--- config.mk ---
export PLATFORM = sky130hd
export DESIGN_NAME = gated_counter_flat
export DESIGN_NICKNAME = d
export VERILOG_FILES = /design/src/rtl/gated_counter_if.sv /design/src/rtl/gated_counter.sv /design/src/flat_wrapper.sv
export SDC_FILE = /design/constraint.sdc
export NUM_CORES = 1
export LEC_CHECK = 0
export ABC_CLOCK_PERIOD_IN_PS = 3000
export CAP_MARGIN = 20
export CELL_PAD_IN_SITES_DETAIL_PLACEMENT = 1
export CELL_PAD_IN_SITES_GLOBAL_PLACEMENT = 1
export CORE_ASPECT_RATIO = 0.5
export CORE_MARGIN = 2
export CORE_UTILIZATION = 31
export CTS_BUF_LIST = sky130_fd_sc_hd__clkbuf_4 sky130_fd_sc_hd__clkbuf_8
export CTS_CLUSTER_DIAMETER = 100
export CTS_CLUSTER_SIZE = 30
export DETAILED_ROUTE_END_ITERATION = 10
export PLACE_DENSITY = 0.58
export SLEW_MARGIN = 20
export SYNTH_ARGS = -nofsm -noshare
export SYNTH_HDL_FRONTEND = slang
export SYNTH_SLANG_ARGS = --single-unit
--- constraint.sdc ---
create_clock -name clk -period 3 [get_ports clk]
set_clock_uncertainty 0.2 [all_clocks]
set_input_delay 0.75 -clock clk [delete_from_list [all_inputs] [get_ports clk]]
set_output_delay 0.75 -clock clk [all_outputs]
set_load 0.03 [all_outputs]
--- src/rtl/gated_counter_if.sv ---
// Bundle of the gated_counter measurement inputs and latched results.
// The gate-control side (master) drives the four asynchronous controls and
// the measured signal; the counter (slave) returns the latched results.
// dbg_state mirrors the counter FSM state for observation.
interface gated_counter_if #(
  parameter int CNT_W = 32
) ();
  logic             fx_in;
  logic             Counter_EN;
  logic             Latch_EN;
  logic             Counter_Clr;
  logic [CNT_W-1:0] Nx;
  logic [CNT_W-1:0] Ns;
  logic             Data_Valid;
  logic             Overflow;
  logic             Timeout;
  logic [2:0]       dbg_state;

  modport master (
    output fx_in, Counter_EN, Latch_EN, Counter_Clr,
    input  Nx, Ns, Data_Valid, Overflow, Timeout, dbg_state
  );

  modport slave (
    input  fx_in, Counter_EN, Latch_EN, Counter_Clr,
    output Nx, Ns, Data_Valid, Overflow, Timeout, dbg_state
  );
endinterface

--- src/rtl/gated_counter.sv ---
// Reciprocal (equal-precision) gated counter. The preset gate from Counter_EN
// is stretched to an integer number of fx periods: it opens on the first fx
// rising edge and closes on the first fx rising edge after Counter_EN falls.
// Nx counts fx periods and Ns counts clk cycles over that actual gate.
// Optional feature macro GATE_TIMEOUT_EN: bounds the CLOSING wait to TIMEOUT
// clk cycles and reports it through Timeout.
// Data_Valid is a single-cycle pulse with no backpressure: the consumer must
// take Nx/Ns/Overflow/Timeout in the cycle Data_Valid is high (they then hold).
module gated_counter #(
  parameter int CNT_W   = 32,
  parameter int TIMEOUT = 50000000
) (
  input logic            clk,
  input logic            rst_n,
  gated_counter_if.slave bus
);

  typedef enum logic [2:0] {
    IDLE    = 3'd0,
    ARMED   = 3'd1,
    COUNT   = 3'd2,
    CLOSING = 3'd3,
    DONE    = 3'd4
  } state_t;

  if (TIMEOUT < 1) begin : g_timeout_check
    $error("gated_counter: TIMEOUT must be at least 1");
  end

  // two-flop synchronizers plus previous-value flops for edge detection
  logic [1:0] fx_sync_q, fx_sync_d;
  logic [1:0] en_sync_q, en_sync_d;
  logic [1:0] latch_sync_q, latch_sync_d;
  logic [1:0] clr_sync_q, clr_sync_d;
  logic       fx_prev_q, fx_prev_d;
  logic       latch_prev_q, latch_prev_d;

  state_t           state_q, state_d;
  logic [CNT_W-1:0] cnt_x_q, cnt_x_d;
  logic [CNT_W-1:0] cnt_s_q, cnt_s_d;
  logic             ovf_q, ovf_d;
  logic             tmo_q, tmo_d;
  logic [CNT_W-1:0] nx_q, nx_d;
  logic [CNT_W-1:0] ns_q, ns_d;
  logic             dv_q, dv_d;
  logic             ovf_out_q, ovf_out_d;
  logic             tmo_out_q, tmo_out_d;

  logic fx_s, en_s, latch_s, clr_s;
  logic fx_rise, latch_rise;
  logic inc_x, inc_s;

`ifdef GATE_TIMEOUT_EN
  localparam int TMO_W = $clog2(TIMEOUT + 1);
  logic [TMO_W-1:0] tmo_cnt_q, tmo_cnt_d;
`endif

  assign fx_s       = fx_sync_q[1];
  assign en_s       = en_sync_q[1];
  assign latch_s    = latch_sync_q[1];
  assign clr_s      = clr_sync_q[1];
  assign fx_rise    = fx_s & ~fx_prev_q;
  assign latch_rise = latch_s & ~latch_prev_q;

  // synchronizer shift and edge-detect history
  always_comb begin
    fx_sync_d    = {fx_sync_q[0], bus.fx_in};
    en_sync_d    = {en_sync_q[0], bus.Counter_EN};
    latch_sync_d = {latch_sync_q[0], bus.Latch_EN};
    clr_sync_d   = {clr_sync_q[0], bus.Counter_Clr};
    fx_prev_d    = fx_s;
    latch_prev_d = latch_s;
  end

  // gate FSM, saturating counters and result latch; Clr overrides everything
  always_comb begin
    state_d   = state_q;
    cnt_x_d   = cnt_x_q;
    cnt_s_d   = cnt_s_q;
    ovf_d     = ovf_q;
    tmo_d     = tmo_q;
    nx_d      = nx_q;
    ns_d      = ns_q;
    dv_d      = 1'b0;
    ovf_out_d = ovf_out_q;
    tmo_out_d = tmo_out_q;
    inc_x     = 1'b0;
    inc_s     = 1'b0;
`ifdef GATE_TIMEOUT_EN
    tmo_cnt_d = tmo_cnt_q;
`endif
    if (clr_s) begin
      state_d = IDLE;
      cnt_x_d = '0;
      cnt_s_d = '0;
      ovf_d   = 1'b0;
      tmo_d   = 1'b0;
    end else begin
      unique case (state_q)
        IDLE: begin
          if (en_s) state_d = ARMED;
        end
        ARMED: begin
          // the opening fx edge is not counted
          if (fx_rise)    state_d = COUNT;
          else if (!en_s) state_d = DONE;
        end
        COUNT: begin
          inc_s = 1'b1;
          inc_x = fx_rise;
          if (!en_s) begin
            state_d = CLOSING;
`ifdef GATE_TIMEOUT_EN
            tmo_cnt_d = '0;
`endif
          end
        end
        CLOSING: begin
          inc_s = 1'b1;
          if (fx_rise) begin
            // closing edge is counted so the gate spans whole fx periods
            inc_x   = 1'b1;
            state_d = DONE;
          end
`ifdef GATE_TIMEOUT_EN
          else if (tmo_cnt_q == TMO_W'(TIMEOUT - 1)) begin
            state_d = DONE;
            tmo_d   = 1'b1;
          end else begin
            tmo_cnt_d = tmo_cnt_q + 1'b1;
          end
`endif
        end
        DONE: begin
          if (latch_rise) begin
            nx_d      = cnt_x_q;
            ns_d      = cnt_s_q;
            ovf_out_d = ovf_q;
            tmo_out_d = tmo_q;
            dv_d      = 1'b1;
          end
        end
        default: state_d = IDLE;
      endcase
    end
    if (inc_x) begin
      if (cnt_x_q == '1) ovf_d   = 1'b1;
      else               cnt_x_d = cnt_x_q + 1'b1;
    end
    if (inc_s) begin
      if (cnt_s_q == '1) ovf_d   = 1'b1;
      else               cnt_s_d = cnt_s_q + 1'b1;
    end
  end

  // state register; reset discards any measurement in progress
  always_ff @(posedge clk or negedge rst_n) begin
    if (!rst_n) begin
      fx_sync_q    <= '0;
      en_sync_q    <= '0;
      latch_sync_q <= '0;
      clr_sync_q   <= '0;
      fx_prev_q    <= 1'b0;
      latch_prev_q <= 1'b0;
      state_q      <= IDLE;
      cnt_x_q      <= '0;
      cnt_s_q      <= '0;
      ovf_q        <= 1'b0;
      tmo_q        <= 1'b0;
      nx_q         <= '0;
      ns_q         <= '0;
      dv_q         <= 1'b0;
      ovf_out_q    <= 1'b0;
      tmo_out_q    <= 1'b0;
`ifdef GATE_TIMEOUT_EN
      tmo_cnt_q    <= '0;
`endif
    end else begin
      fx_sync_q    <= fx_sync_d;
      en_sync_q    <= en_sync_d;
      latch_sync_q <= latch_sync_d;
      clr_sync_q   <= clr_sync_d;
      fx_prev_q    <= fx_prev_d;
      latch_prev_q <= latch_prev_d;
      state_q      <= state_d;
      cnt_x_q      <= cnt_x_d;
      cnt_s_q      <= cnt_s_d;
      ovf_q        <= ovf_d;
      tmo_q        <= tmo_d;
      nx_q         <= nx_d;
      ns_q         <= ns_d;
      dv_q         <= dv_d;
      ovf_out_q    <= ovf_out_d;
      tmo_out_q    <= tmo_out_d;
`ifdef GATE_TIMEOUT_EN
      tmo_cnt_q    <= tmo_cnt_d;
`endif
    end
  end

  assign bus.Nx         = nx_q;
  assign bus.Ns         = ns_q;
  assign bus.Data_Valid = dv_q;
  assign bus.Overflow   = ovf_out_q;
  assign bus.Timeout    = tmo_out_q;
  assign bus.dbg_state  = state_q;

endmodule

--- src/flat_wrapper.sv ---
// flat-port wrapper written by rule: the top's interface ports become plain ports
module gated_counter_flat 
#(
  parameter int CNT_W   = 32,
  parameter int TIMEOUT = 50000000
)
  (clk, rst_n, bus_fx_in, bus_Counter_EN, bus_Latch_EN, bus_Counter_Clr, bus_Nx, bus_Ns, bus_Data_Valid, bus_Overflow, bus_Timeout, bus_dbg_state);
  gated_counter_if #(.CNT_W(CNT_W)) bus_i ();
  input logic clk;
  input logic rst_n;
  input wire logic [$bits(bus_i.fx_in)-1:0] bus_fx_in;
  input wire logic [$bits(bus_i.Counter_EN)-1:0] bus_Counter_EN;
  input wire logic [$bits(bus_i.Latch_EN)-1:0] bus_Latch_EN;
  input wire logic [$bits(bus_i.Counter_Clr)-1:0] bus_Counter_Clr;
  output wire logic [$bits(bus_i.Nx)-1:0] bus_Nx;
  output wire logic [$bits(bus_i.Ns)-1:0] bus_Ns;
  output wire logic [$bits(bus_i.Data_Valid)-1:0] bus_Data_Valid;
  output wire logic [$bits(bus_i.Overflow)-1:0] bus_Overflow;
  output wire logic [$bits(bus_i.Timeout)-1:0] bus_Timeout;
  output wire logic [$bits(bus_i.dbg_state)-1:0] bus_dbg_state;
  assign bus_i.fx_in = bus_fx_in;
  assign bus_i.Counter_EN = bus_Counter_EN;
  assign bus_i.Latch_EN = bus_Latch_EN;
  assign bus_i.Counter_Clr = bus_Counter_Clr;
  assign bus_Nx = bus_i.Nx;
  assign bus_Ns = bus_i.Ns;
  assign bus_Data_Valid = bus_i.Data_Valid;
  assign bus_Overflow = bus_i.Overflow;
  assign bus_Timeout = bus_i.Timeout;
  assign bus_dbg_state = bus_i.dbg_state;
  gated_counter #(.CNT_W(CNT_W), .TIMEOUT(TIMEOUT)) u_core (.clk(clk), .rst_n(rst_n), .bus(bus_i));
endmodule
==> impl_metrics.env <==
export IMPL_status="finished clean"
export IMPL_die_y_um=108
export IMPL_ys_seq_elements=144
export IMPL_grt_overflow_total=0
export IMPL_synthCells=717
export IMPL_row_count=37
export IMPL_drt_first_pass_iters=4
export IMPL_dieArea_sq_um=22900
export IMPL_synth_top_area_frac=0.538
export IMPL_hold_buffers=0
export IMPL_hp_class="primary input to asynchronous set/reset pin"
export IMPL_setup_violations=0
export IMPL_yosysTopAreaCell="dfrtp_1"
export IMPL_fill_cells=2402
export IMPL_track_usage=0.173
export IMPL_antenna_found_initial=0
export IMPL_critPathSlowestCell="clkdlybuf4s50_1"
export IMPL_ys_warn_count=0
export IMPL_fin_crit_sh=0.881
export IMPL_dp_hpwl_um=12900
export IMPL_cts_tree="done"
export IMPL_syn_nets=725
export IMPL_crit_family="buffers and inverters"
export IMPL_start_kind="flip-flop"
export IMPL_vias=5553
export IMPL_p_total_mw=3.90
export IMPL_htreeDepth=4
export IMPL_ir_drop_mv=0.216
export IMPL_post_cts_buffers=0
export IMPL_cp_arrival_ns=1.69
export IMPL_initial_utilization=0.321
export IMPL_drtIter0Drc=202
export IMPL_antenna_cells=0
export IMPL_max_cap_violations=0
export IMPL_io_buffers=74
export IMPL_power_density_nw_per_um2=470
export IMPL_crit_fanout=9
export IMPL_wl_um=18200
export IMPL_avgSynthCellArea_sq_um=9.34
export IMPL_clkSlewWorstSetupHoldPaths_ns=0.08
export IMPL_path_buf_inv=2
export IMPL_synth_edff_count=0
export IMPL_worst_pin_slew_ns=0.620
export IMPL_cp_required_ns=2.05
export IMPL_grt_pass1_vias=5877
export IMPL_pin_count=76
export IMPL_via_per_inst=5.03
export IMPL_synth_top_flop_cell="dfrtp_1"
export IMPL_relSlewSlack=0.585
export IMPL_slowest_delay_ns=0.69
export IMPL_cts_resized=0
export IMPL_final_layout_size_suffix_gt1_frac=0.0888
export IMPL_hold_viol=0
export IMPL_gp_congestion=0.795
export IMPL_min_period_ns=2.64
export IMPL_synth_common_cells="nand2_1 (217), dfrtp_1 (144), nor2_1 (33), and3_1 (23)"
export IMPL_clk_latency_ns=0.46
export IMPL_synthToLayoutAreaGrowth_pct=24.0
export IMPL_numCtsBuffers=17
export IMPL_yosysSeqAreaShare=0.538
export IMPL_yosysMostFrequentCell="nand2_1"
export IMPL_cts_max_path_buffers=2
export IMPL_final_max_slew_viol_count=0
export IMPL_tns_ns=0
export IMPL_core_sq_um=20900
export IMPL_max_freq_ghz=0.378
export IMPL_power_leakage_nw=3.78
export IMPL_nets=806
export IMPL_async_flop_share=1.00
export IMPL_syn_cell_area_sq_um=6690
export IMPL_drc_errors=0
export IMPL_ant_nets=0
export IMPL_yosysUniqueCellTypes=63
export IMPL_grt_max_degree=54
export IMPL_critPathKind="flip-flop to output port"
export IMPL_grt_pass1_wl_um=31000
export IMPL_clock_tree_root_cell="clkbuf_8"
export IMPL_wire_per_inst_um=16.5
export IMPL_endpoint_kind="output port"
export IMPL_cp_cell_sequence="buf_4 -> clkdlybuf4s50_1"
export IMPL_fp_dieW_um=212
export IMPL_rsz0062_at_grt="false"
export IMPL_ys_top_cells_by_area="dfrtp_1 (54%), nand2_1 (12%), and3_1 (2.1%)"
export IMPL_clock_sinks=144
[power breakdown]
part	switching, mW	total, mW	internal [mW]
clock	0.773	1.82	1.05
sequential	0.00748	1.96	1.95
combinational	0.0900	0.124	0.0338
[through the flow]
step / worst slack, ns / util / area, sq um / hold slack (ns) / cells
floorplan: 0.628 / - / 6690 / 0.131 / 717
global placement: 0.618 / 0.375 / 7840 / 0.136 / 1071
detailed placement: 0.547 / 0.375 / 7840 / 0.143 / 1071
CTS: 0.322 / 0.398 / 8300 / 0.0411 / 1103
global route: 0.272 / 0.398 / 8300 / 0.0432 / 1103
finish: 0.356 / 0.398 / 8300 / 0.0285 / 1103
[final cells by class]
class | instances | area [sq um] | share of cell area
flip-flops and latches | 144 | 3600 | 0.434
multi-input cells | 522 | 2870 | 0.346
repair buffers | 100 | 950 | 0.114
well taps | 292 | 365 | 0.0440
clock buffers | 21 | 277 | 0.0333
clock inverters | 11 | 185 | 0.0223
inverters | 13 | 48.8 | 0.00588
[worst paths after layout]
| path | startpoint | end | slack [ns] | cells after the start |
|---|---|---|---|---|
| max | u_core.bus.dbg_state[2] | bus_dbg_state[2] | 0.36 | 2 |
| min | rst_n | u_core.bus.Ns[18] | 0.03 | 1 |
| min reg2reg | u_core.en_sync_q[0] | u_core.en_sync_q[1] | 0.16 | 0 |
| max reg2reg | u_core.cnt_s_q[1] | u_core.cnt_s_q[6] | 0.54 | 7 |
| min in group clk | u_core.en_sync_q[0] | u_core.en_sync_q[1] | 0.16 | 0 |
| max in group asynchronous | rst_n | u_core.bus.Ns[23] | 1.86 | 2 |
[layout by cell type (no fill, tap or decap), types with 6 or more instances in the layout]
| master | n |
|---|---|
| nand2_1 | 216 |
| dfrtp_1 | 144 |
| clkdlybuf4s50_1 | 73 |
| nor2_1 | 33 |
| buf_4 | 25 |
| and3_1 | 23 |
| nand4_1 | 22 |
| a21oi_1 | 22 |
| nand3_1 | 21 |
| o21ai_0 | 21 |
| clkbuf_8 | 19 |
| and4_1 | 15 |
| nor3_1 | 14 |
| inv_1 | 12 |
| a221o_1 | 11 |
| or3_1 | 10 |
| o31ai_1 | 9 |
| or4_1 | 9 |
| xnor2_1 | 8 |
| and2_1 | 7 |
| mux2i_1 | 7 |
| nand2b_1 | 6 |
[routing by layer]
layer / vias to the layer above / part of all wire / global-route usage
met4: 0 / 0.0092 / 0.0438
met5: - / 0 / 0
met2: 43 / 0.47 / 0.287
met1: 2826 / 0.49 / 0.230
met3: 15 / 0.022 / 0.0382
li1: 2669 / - / -
[worst register-to-register path: stages, from the launching register on]
cell and delay (ns):
dfrtp_1 0.46, ha_1 0.21, nand4_1 0.17, or3_4 0.47, o31ai_4 0.38, buf_4 0.25
or4_1 0.12, a21oi_1 0.06
[logic make-up (layout without fill, tap and decap cells)]
group,Yosys count,count (layout),synth area share
AO/OA/AOI/OAI,101,101,0.107
XOR/XNOR,13,13,0.0170
adder cells (fa/ha/maj),2,2,0.00374
buffers and inverters,51,145,0.0338
flip-flops,144,144,0.538
multiplexers,8,8,0.0121
other,1,1,0.000560
AND/OR/NAND/NOR,397,397,0.287
[state kept, by name, indices dropped and copies added, names as in the netlist]
signal / cells
u_core.bus.Nx: 32
u_core.fx_prev_q: 1
u_core.ovf_q: 1
u_core.latch_sync_q: 2
u_core.en_sync_q: 2
u_core.clr_sync_q: 2
u_core.bus.dbg_state: 3
u_core.fx_sync_q: 2
u_core.bus.Overflow: 1
u_core.cnt_x_q: 32
u_core.bus.Data_Valid: 1
u_core.bus.Ns: 32
u_core.latch_prev_q: 1
u_core.cnt_s_q: 32
Power figures use the tool's default switching activity.
